File: config.mk
export PLATFORM = sky130hd
export DESIGN_NAME = onehot_arbiter
export DESIGN_NICKNAME = d
export VERILOG_FILES = /design/src/rtl/onehot_arbiter_pkg.sv /design/src/rtl/onehot_arbiter_pick.sv /design/src/rtl/onehot_arbiter.sv
export SDC_FILE = /design/constraint.sdc
export NUM_CORES = 1
export LEC_CHECK = 0
export CAP_MARGIN = 0
export CELL_PAD_IN_SITES_DETAIL_PLACEMENT = 1
export CELL_PAD_IN_SITES_GLOBAL_PLACEMENT = 1
export CORE_ASPECT_RATIO = 0.9
export CORE_MARGIN = 1.5
export CORE_UTILIZATION = 36
export CTS_CLUSTER_DIAMETER = 120
export DETAILED_ROUTE_END_ITERATION = 12
export PLACE_DENSITY = 0.74
export SYNTH_ARGS = -nofsm -noshare
export SYNTH_HDL_FRONTEND = slang
export SYNTH_SLANG_ARGS = --single-unit
File: constraint.sdc
create_clock -name clk -period 2 [get_ports clk]
set_input_delay 0.5 -clock clk [delete_from_list [all_inputs] [get_ports clk]]
set_output_delay 0.5 -clock clk [all_outputs]
set_load 0.02 [all_outputs]
File: src/rtl/onehot_arbiter_pkg.sv
// Shared types and helpers for the registered one-hot arbiter.
// Built into both fixed-priority and ONEHOT_ARBITER_RR_EN round-robin variants.
package onehot_arbiter_pkg;

    typedef enum logic {
        IDLE  = 1'b0,
        GRANT = 1'b1
    } arb_state_t;

    // Widest request vector the index decoder covers.
    localparam int unsigned MAX_REQ = 64;

    function automatic int unsigned onehot_to_idx(input logic [MAX_REQ-1:0] oh);
        int unsigned idx;
        idx = 0;
        for (int unsigned i = 0; i < MAX_REQ; i++) begin
            if (oh[i]) idx = i;
        end
        return idx;
    endfunction

endpackage

File: src/rtl/onehot_arbiter_pick.sv
// Combinational one-hot winner picker: lowest set bit at or above start (wrapping),
// or the highest set bit when highest is set (start is then ignored).
module onehot_pick #(
    parameter int W     = 8,
    parameter int W_IDX = 3
) (
    input  logic [W-1:0]     vec,
    input  logic             highest,
    input  logic [W_IDX-1:0] start,
    output logic [W-1:0]     pick
);

    logic [2*W-1:0] dbl_in;
    logic [2*W-1:0] dbl_out;
    logic [W-1:0]   rot;
    logic [W-1:0]   rot_pick;
    logic [W-1:0]   rev;
    logic [W-1:0]   rev_pick;
    logic [W-1:0]   up_pick;
    logic [W-1:0]   down_pick;

    always_comb begin
        // Rotate so that bit 'start' lands at position 0, isolate the lowest bit, rotate back.
        dbl_in   = {vec, vec} >> start;
        rot      = dbl_in[W-1:0];
        rot_pick = rot & (~rot + W'(1));
        dbl_out  = {rot_pick, rot_pick} << start;
        up_pick  = dbl_out[2*W-1:W];

        rev = '0;
        for (int i = 0; i < W; i++) rev[i] = vec[W-1-i];
        rev_pick  = rev & (~rev + W'(1));
        down_pick = '0;
        for (int i = 0; i < W; i++) down_pick[i] = rev_pick[W-1-i];

        pick = highest ? down_pick : up_pick;
    end

endmodule

File: src/rtl/onehot_arbiter.sv
// Registered one-hot arbiter with grant hold, optional hold timeout (MAX_HOLD)
// and a round-robin mode selected by defining ONEHOT_ARBITER_RR_EN.
module onehot_arbiter
    import onehot_arbiter_pkg::*;
#(
    parameter int W_REQ        = 8,
    parameter int HIGHEST_WINS = 0,
    parameter int MAX_HOLD     = 16,
    parameter int W_IDX        = (W_REQ > 1) ? $clog2(W_REQ) : 1
) (
    input  logic             clk,
    input  logic             rst,
    input  logic [W_REQ-1:0] req,
    output logic [W_REQ-1:0] gnt,
    output logic             gnt_valid,
    output logic [W_IDX-1:0] gnt_idx
);

    localparam int W_HOLD = (MAX_HOLD > 0) ? $clog2(MAX_HOLD + 1) : 1;
    localparam logic [W_HOLD-1:0] HOLD_LAST = (MAX_HOLD > 0) ? W_HOLD'(MAX_HOLD - 1) : '0;

    arb_state_t        state;
    logic [W_HOLD-1:0] hold_cnt;
    logic [W_REQ-1:0]  others;
    logic [W_REQ-1:0]  pick_req;
    logic [W_REQ-1:0]  pick_oth;
    logic [W_REQ-1:0]  new_gnt;
    logic [W_IDX-1:0]  new_idx;
    logic [W_IDX-1:0]  start;
    logic              highest;
    logic              released;
    logic              timed_out;
    logic              load;

`ifdef ONEHOT_ARBITER_RR_EN
    logic [W_IDX-1:0] rr_ptr;
    logic [W_IDX-1:0] next_ptr;
    assign start    = rr_ptr;
    assign highest  = 1'b0;
    assign next_ptr = (new_idx == W_IDX'(W_REQ - 1)) ? '0 : new_idx + W_IDX'(1);
`else
    assign start   = '0;
    assign highest = (HIGHEST_WINS != 0);
`endif

    onehot_pick #(.W(W_REQ), .W_IDX(W_IDX)) u_pick_req (
        .vec     (req),
        .highest (highest),
        .start   (start),
        .pick    (pick_req)
    );

    onehot_pick #(.W(W_REQ), .W_IDX(W_IDX)) u_pick_oth (
        .vec     (others),
        .highest (highest),
        .start   (start),
        .pick    (pick_oth)
    );

    // The current holder is masked out, so a release and a timeout both hand over the same way.
    assign others    = req & ~gnt;
    assign released  = ~|(req & gnt);
    assign timed_out = (MAX_HOLD > 0) && (hold_cnt == HOLD_LAST);
    assign new_gnt   = (state == IDLE) ? pick_req : pick_oth;
    assign new_idx   = W_IDX'(onehot_to_idx(MAX_REQ'(new_gnt)));
    assign load      = (state == IDLE) ? (|req) : ((released || timed_out) && (|others));

    always_ff @(posedge clk or posedge rst) begin
        if (rst) begin
            state     <= IDLE;
            gnt       <= '0;
            gnt_valid <= 1'b0;
            gnt_idx   <= '0;
            hold_cnt  <= '0;
`ifdef ONEHOT_ARBITER_RR_EN
            rr_ptr    <= '0;
`endif
        end else if (load) begin
            state     <= GRANT;
            gnt       <= new_gnt;
            gnt_valid <= 1'b1;
            gnt_idx   <= new_idx;
            hold_cnt  <= '0;
`ifdef ONEHOT_ARBITER_RR_EN
            rr_ptr    <= next_ptr;
`endif
        end else if (state == GRANT && released) begin
            state     <= IDLE;
            gnt       <= '0;
            gnt_valid <= 1'b0;
        end else if (state == GRANT && MAX_HOLD > 0 && hold_cnt != HOLD_LAST) begin
            hold_cnt  <= hold_cnt + W_HOLD'(1);
        end
    end

endmodule

# Word-level counts from Yosys, hierarchy flattened
# Cells that the tools add are included.
# totals
elab_cells	44
reg_bits	17
output_inout_bits	12
# classes
reduce_logical	11
mux	16
eq_ne	3
add_sub_neg	3
bitwise_logic	7
# op_table
cell	count
$and A8 B8 Y8	4
$mux W8	3
$not A8 Y8	3
$reduce_or A8 Y1	3
$add A8 B1 Y8 const B	2
$mux W5	3
$mux W3	4
$add A5 B1 Y5 const B	1
$eq A5 B4 Y1 const B	1
$ne A5 B4 Y1 const B	1
$mux W1	4
$mux W2	2
$reduce_bool A2 Y1	2
$logic_and A1 B1 Y1	3
$ne A2 B2 Y1 const B	1
$reduce_and A2 Y1	1
$logic_not A1 Y1	1
$logic_or A1 B1 Y1	1

# Depth between registers and ports, before layout
# logic_depth
word_depth	13
mapped_depth	8
ltp_nobuf	8

# Cells and area by module
# From an unflattened synthesis, not the netlist that was laid out.
# hier_totals
cells_unflattened	322
area_unflattened_um2	2670.1
# modules_own_cells
mod	cells_per_inst	area_per_inst_um2	instances
onehot_pick	107	784.5	2
onehot_arbiter	108	1101.1	1

# Worst setup path before layout
# OpenSTA, ideal clock, no wires.
# synth_timing
path_kind	input -> register
start	input port req[0]
end	register gnt[1]
stages	6
n_path_buf	1
arrival_time_ns	1.932
setup_slack_ns	-0.053
path_cell_list	or4_4 or3_4 o31ai_4 a21oi_4 buf_6 a22o_1
# synth_via
elab_chain_cells	7
# synth_lines
element	line	source
start: declaration	onehot_arbiter.sv:13	input logic [W_REQ-1:0] req,
parallel branches: the longest is 7 deep, another holds $add A8 B1 Y8	n/a	
end signal: assignment	onehot_arbiter.sv:80	gnt <= new_gnt;
end: declaration	onehot_arbiter.sv:14	output logic [W_REQ-1:0] gnt,
# Several ways; the timed one is not identified.
# A chain may end at the register's enable or synchronous reset.

# Worst setup path after layout
# layout_timing
start	register hold_cnt[1]
end	register hold_cnt[3]
# layout_via
elab_chain_cells	6
# layout_lines
element	line	source
start: declaration	onehot_arbiter.sv:23	logic [W_HOLD-1:0] hold_cnt;
start signal: assignment	onehot_arbiter.sv:92	hold_cnt <= hold_cnt + W_HOLD'(1);
parallel branches: the longest is 6 deep, another holds $add A5 B1 Y5	n/a	
# Several ways; the timed one is not identified. The select of a mux whose other input is x is not followed.

==> summary.md <==
| Metric | Value |
|---|---|
| Status | `finished with violations` |
| Failing checks | `setup timing` |
| First-pass GRT wire length | `6930 µm` |
| Iteration-0 DRC Markers | `49` |
| Vias/cell | `~6` |
| Routed WL | `around 4500 µm` |
| Hold buffer count at cts | `0` |
| Fillers | `316` |
| I/O pin count | `22` |
| Internal reg-to-reg setup slack | `-0.09 ns` |
| Crit path to | `hold_cnt[3]` |
| Final period util | `1.04` |
| Setup TNS | `-0.674 ns` |
| Worst Hold Class | `primary input to async pin` |
| Leakage | `between 0.0007 and 0.0008 µW` |
| DIE AREA | `3450 µm²` |
| Residual DRC | `0` |
| Slowest CP cell | `dfrtp_1` |
| Worst path max stage delay | `~0.4 ns` |
| Grt ovf | `0` |
| Max Cap Viol | `0` |
| Initial antenna violation count | `0` |
| HPWL after detailed placement | `about 2800 µm` |
| Worst setup startpoint | `hold_cnt[1]` |
| Dpl ws | `-0.630 ns` |
| Post-route antenna net violation count | `0` |
| Area growth from synthesis to layout | `58.5%` |
| GRT Total Usage | `0.277` |
| Sequential area share after synthesis | `0.381` |
| RSZ-0062 raised after global routing | `yes` |
| Routed WL per cell | `roughly 23 µm` |
| Die W | `between 60 and 70 µm` |
| Skew final | `0.00520 ns` |
| Actual slew at the worst max-slew pin | `0.431 ns` |
| Minimum clock period | `between 2 and 2.5 ns` |
| Initial Utilization | `0.394` |
| Library cells used by synthesis | `between 40 and 50` |
| Worst-path cell chain | `ha_2 -> and3_4 -> ha_4 -> and2b_2 -> o41a_1 -> buf_6 -> a21oi_4 -> buf_6 -> nor2_1` |
| Fmax | `between 400 and 500 MHz` |
| Setup ws final | `-0.0892 ns` |
| Worst Path Required | `about 2.2 ns` |
| Clk slew on worst S/H paths | `0.12 ns` |
| Clock sink total | `17` |
| Clock latency on the worst-skew pair | `slightly above 0.3 ns` |
| Final net count | `173` |
| Crit path kind | `flip-flop to flip-flop` |
| Num CTS Buffers | `3` |
| Mapped Area | `~1100 µm²` |
| Clock Path Buffers | `2` |
| Vias after detailed routing | `between 1,000 and 1,500` |
| Crit-path max FO | `6` |
| Diodes inserted | `0` |
| Synthesized Nets | `between 100 and 150` |
| Final Hold Vio Count | `0` |
| VDD IR max | `around 750 µV` |
| Chip Height | `~56 µm` |
| Crit path capture type | `flip-flop` |
| Worst r2r src | `hold_cnt[1]` |
| Avg Inst Size Synth | `11.0 µm²` |
| Arrival time worst endpoint | `around 2.3 ns` |
| Vias in the first global route | `1,301` |
| P per Cell Area | `around 1200 nW/µm²` |
| Layout cell share with drive strength beyond 1 | `0.431` |
| CP most frequent cell | `buf_6` |
| Pin count of the biggest net entering global routing | `18` |
| Reg2Reg Depth | `9` |
| Max H-tree Level | `1` |
| Cells after synthesis | `102` |
| Ys Warns | `0` |
| Placer Congestion | `about 0.9` |
| Row cnt | `18` |
| Core Area | `between 2000 and 3000 µm²` |
| RR Endpoint | `hold_cnt[3]` |
| CTS tree | `yes` |
| DR pass1 iterations | `4` |
| PortBufs | `21` |
| Worst rel slew slack | `0.710` |
| Flops & latches, synth | `17` |
| Slew Limit Fails | `0` |
| Root Driver | `clkbuf_4` |
| Final setup vio count | `13` |
| Critical Path Start Type | `flip-flop` |
## stage by stage
step | instances | utilization | power [µW] | hold slack, ns | cell area [µm²]
5_1_grt | 200 | 0.624 | 2240 | 0.508 | 1770
3_5_place_dp | 188 | 0.550 | 1650 | 0.488 | 1560
3_3_place_gp | 188 | 0.550 | 1610 | 0.483 | 1560
6_report | 200 | 0.624 | 2140 | 0.501 | 1770
2_1_floorplan | 102 | - | 1130 | 0.426 | 1120
4_1_cts | 198 | 0.605 | 2030 | 0.501 | 1720
## per-layer routing
metal | routed length [µm] | share of wire | vias up | track usage
met3 | 377 | 0.084 | 15 | 0.0721
li1 | - | - | 526 | -
met5 | 0 | 0 | - | 0
met4 | 142 | 0.031 | 0 | 0.0638
met2 | 2110 | 0.47 | 65 | 0.426
met1 | 1880 | 0.42 | 614 | 0.385
## layout by cell type, fill, tap and decap left out, drive strengths merged, types with 2 or more instances in the layout
master,instances
nand2b,3
or2,2
clkbuf,3
nand3,3
nor2,4
nand4,7
nor2b,2
a21boi,2
o21ai,3
o41ai,4
clkdlybuf4s15,3
or4,3
ha,2
xor2,2
buf,35
dfrtp,17
nand2,7
dlygate4sd2,3
a22o,10
a32o,2
a21oi,2
o22ai,2
or2b,5
or3,3
inv,3
clkdlybuf4s50,13
## cell usage after synthesis, drive strengths merged
master  count  share of area
o311ai      1         0.0078
o32a        1         0.0090
dfrtp      17           0.38
buf         2          0.017
o21a        1         0.0067
inv         3          0.010
o21ai       3          0.013
o31a        1         0.0078
or3         3          0.022
a32o        2          0.018
and4b       1         0.0090
or4         3          0.025
nor2b       2          0.011
a21o        1         0.0067
or2         2          0.011
o41ai       4          0.065
and2b       1         0.0067
nand2b      3          0.017
or2b        5          0.034
a21oi       1          0.015
o41a        1          0.010
ha          2          0.022
a21boi      2          0.013
a22o       10          0.081
nor2        4          0.013
nand3b      1         0.0067
o31ai       1          0.019
xor2        2          0.016
o32ai       1         0.0078
nand3       3          0.013
nand4       7          0.045
and3        1         0.0056
o22ai       2          0.024
nand2       7          0.024
o22a        1         0.0078
## power breakdown
group | switching (µW) | internal (µW)
combinational | 701 | 709
sequential | 91.0 | 435
clock | 132 | 76.4
total | 924 | 1220
## kinds of logic (layout without fill, tap and decap cells)
kind of cell | Yosys count | after routing | synth area share
simple gates | 43 | 43 | 0.243
compound gates | 33 | 34 | 0.311
flops | 17 | 17 | 0.381
buf+inv | 5 | 62 | 0.0269
fa+ha+maj | 2 | 2 | 0.0224
xor+xnor | 2 | 2 | 0.0157
## sequential cells by signal, indices dropped and copies added, names as in the netlist
name	flops
gnt	8
hold_cnt	5
state	1
gnt_idx	3
## final cells by class
type / count / area [µm²] / share of cell area
Tap cell: 40 / 50.0 / 0.0283
Inverter: 3 / 11.3 / 0.00636
Multi-Input combinational cell: 81 / 772 / 0.436
Sequential cell: 17 / 427 / 0.241
Timing Repair Buffer: 55 / 480 / 0.271
Clock inverter: 1 / 7.51 / 0.00424
Clock buffer: 3 / 22.5 / 0.0127
## critical path, delay by kind of cell (launching register included)
| family | cells | cell delay [ns] |
|---|---|---|
| buffers and inverters | 2 | 0.32 |
| and+or+nand+nor | 3 | 0.49 |
| adders and majority gates | 2 | 0.33 |
| AOI/OAI and AO/OA | 2 | 0.44 |
| DFF | 1 | 0.40 |
## worst min-delay path by stage
| stage | cells past startpoint | to |
|---|---|---|
| 6_report | 3 | hold_cnt[3] |
| 3_5_place_dp | 1 | gnt_idx[1] |
| 2_1_floorplan | 1 | gnt[0] |
| 5_1_grt | 3 | hold_cnt[2] |
| 4_1_cts | 3 | hold_cnt[3] |
| 3_3_place_gp | 1 | gnt_idx[1] |
## timing repair
item,4_1_cts,5_1_grt
buffers inserted,5,2
gates cloned,1,0
pin swaps,14,7
gates resized for setup,30,10
endpoints found under the setup margin,17,17
No activity file was read; power rests on OpenSTA's default activity.
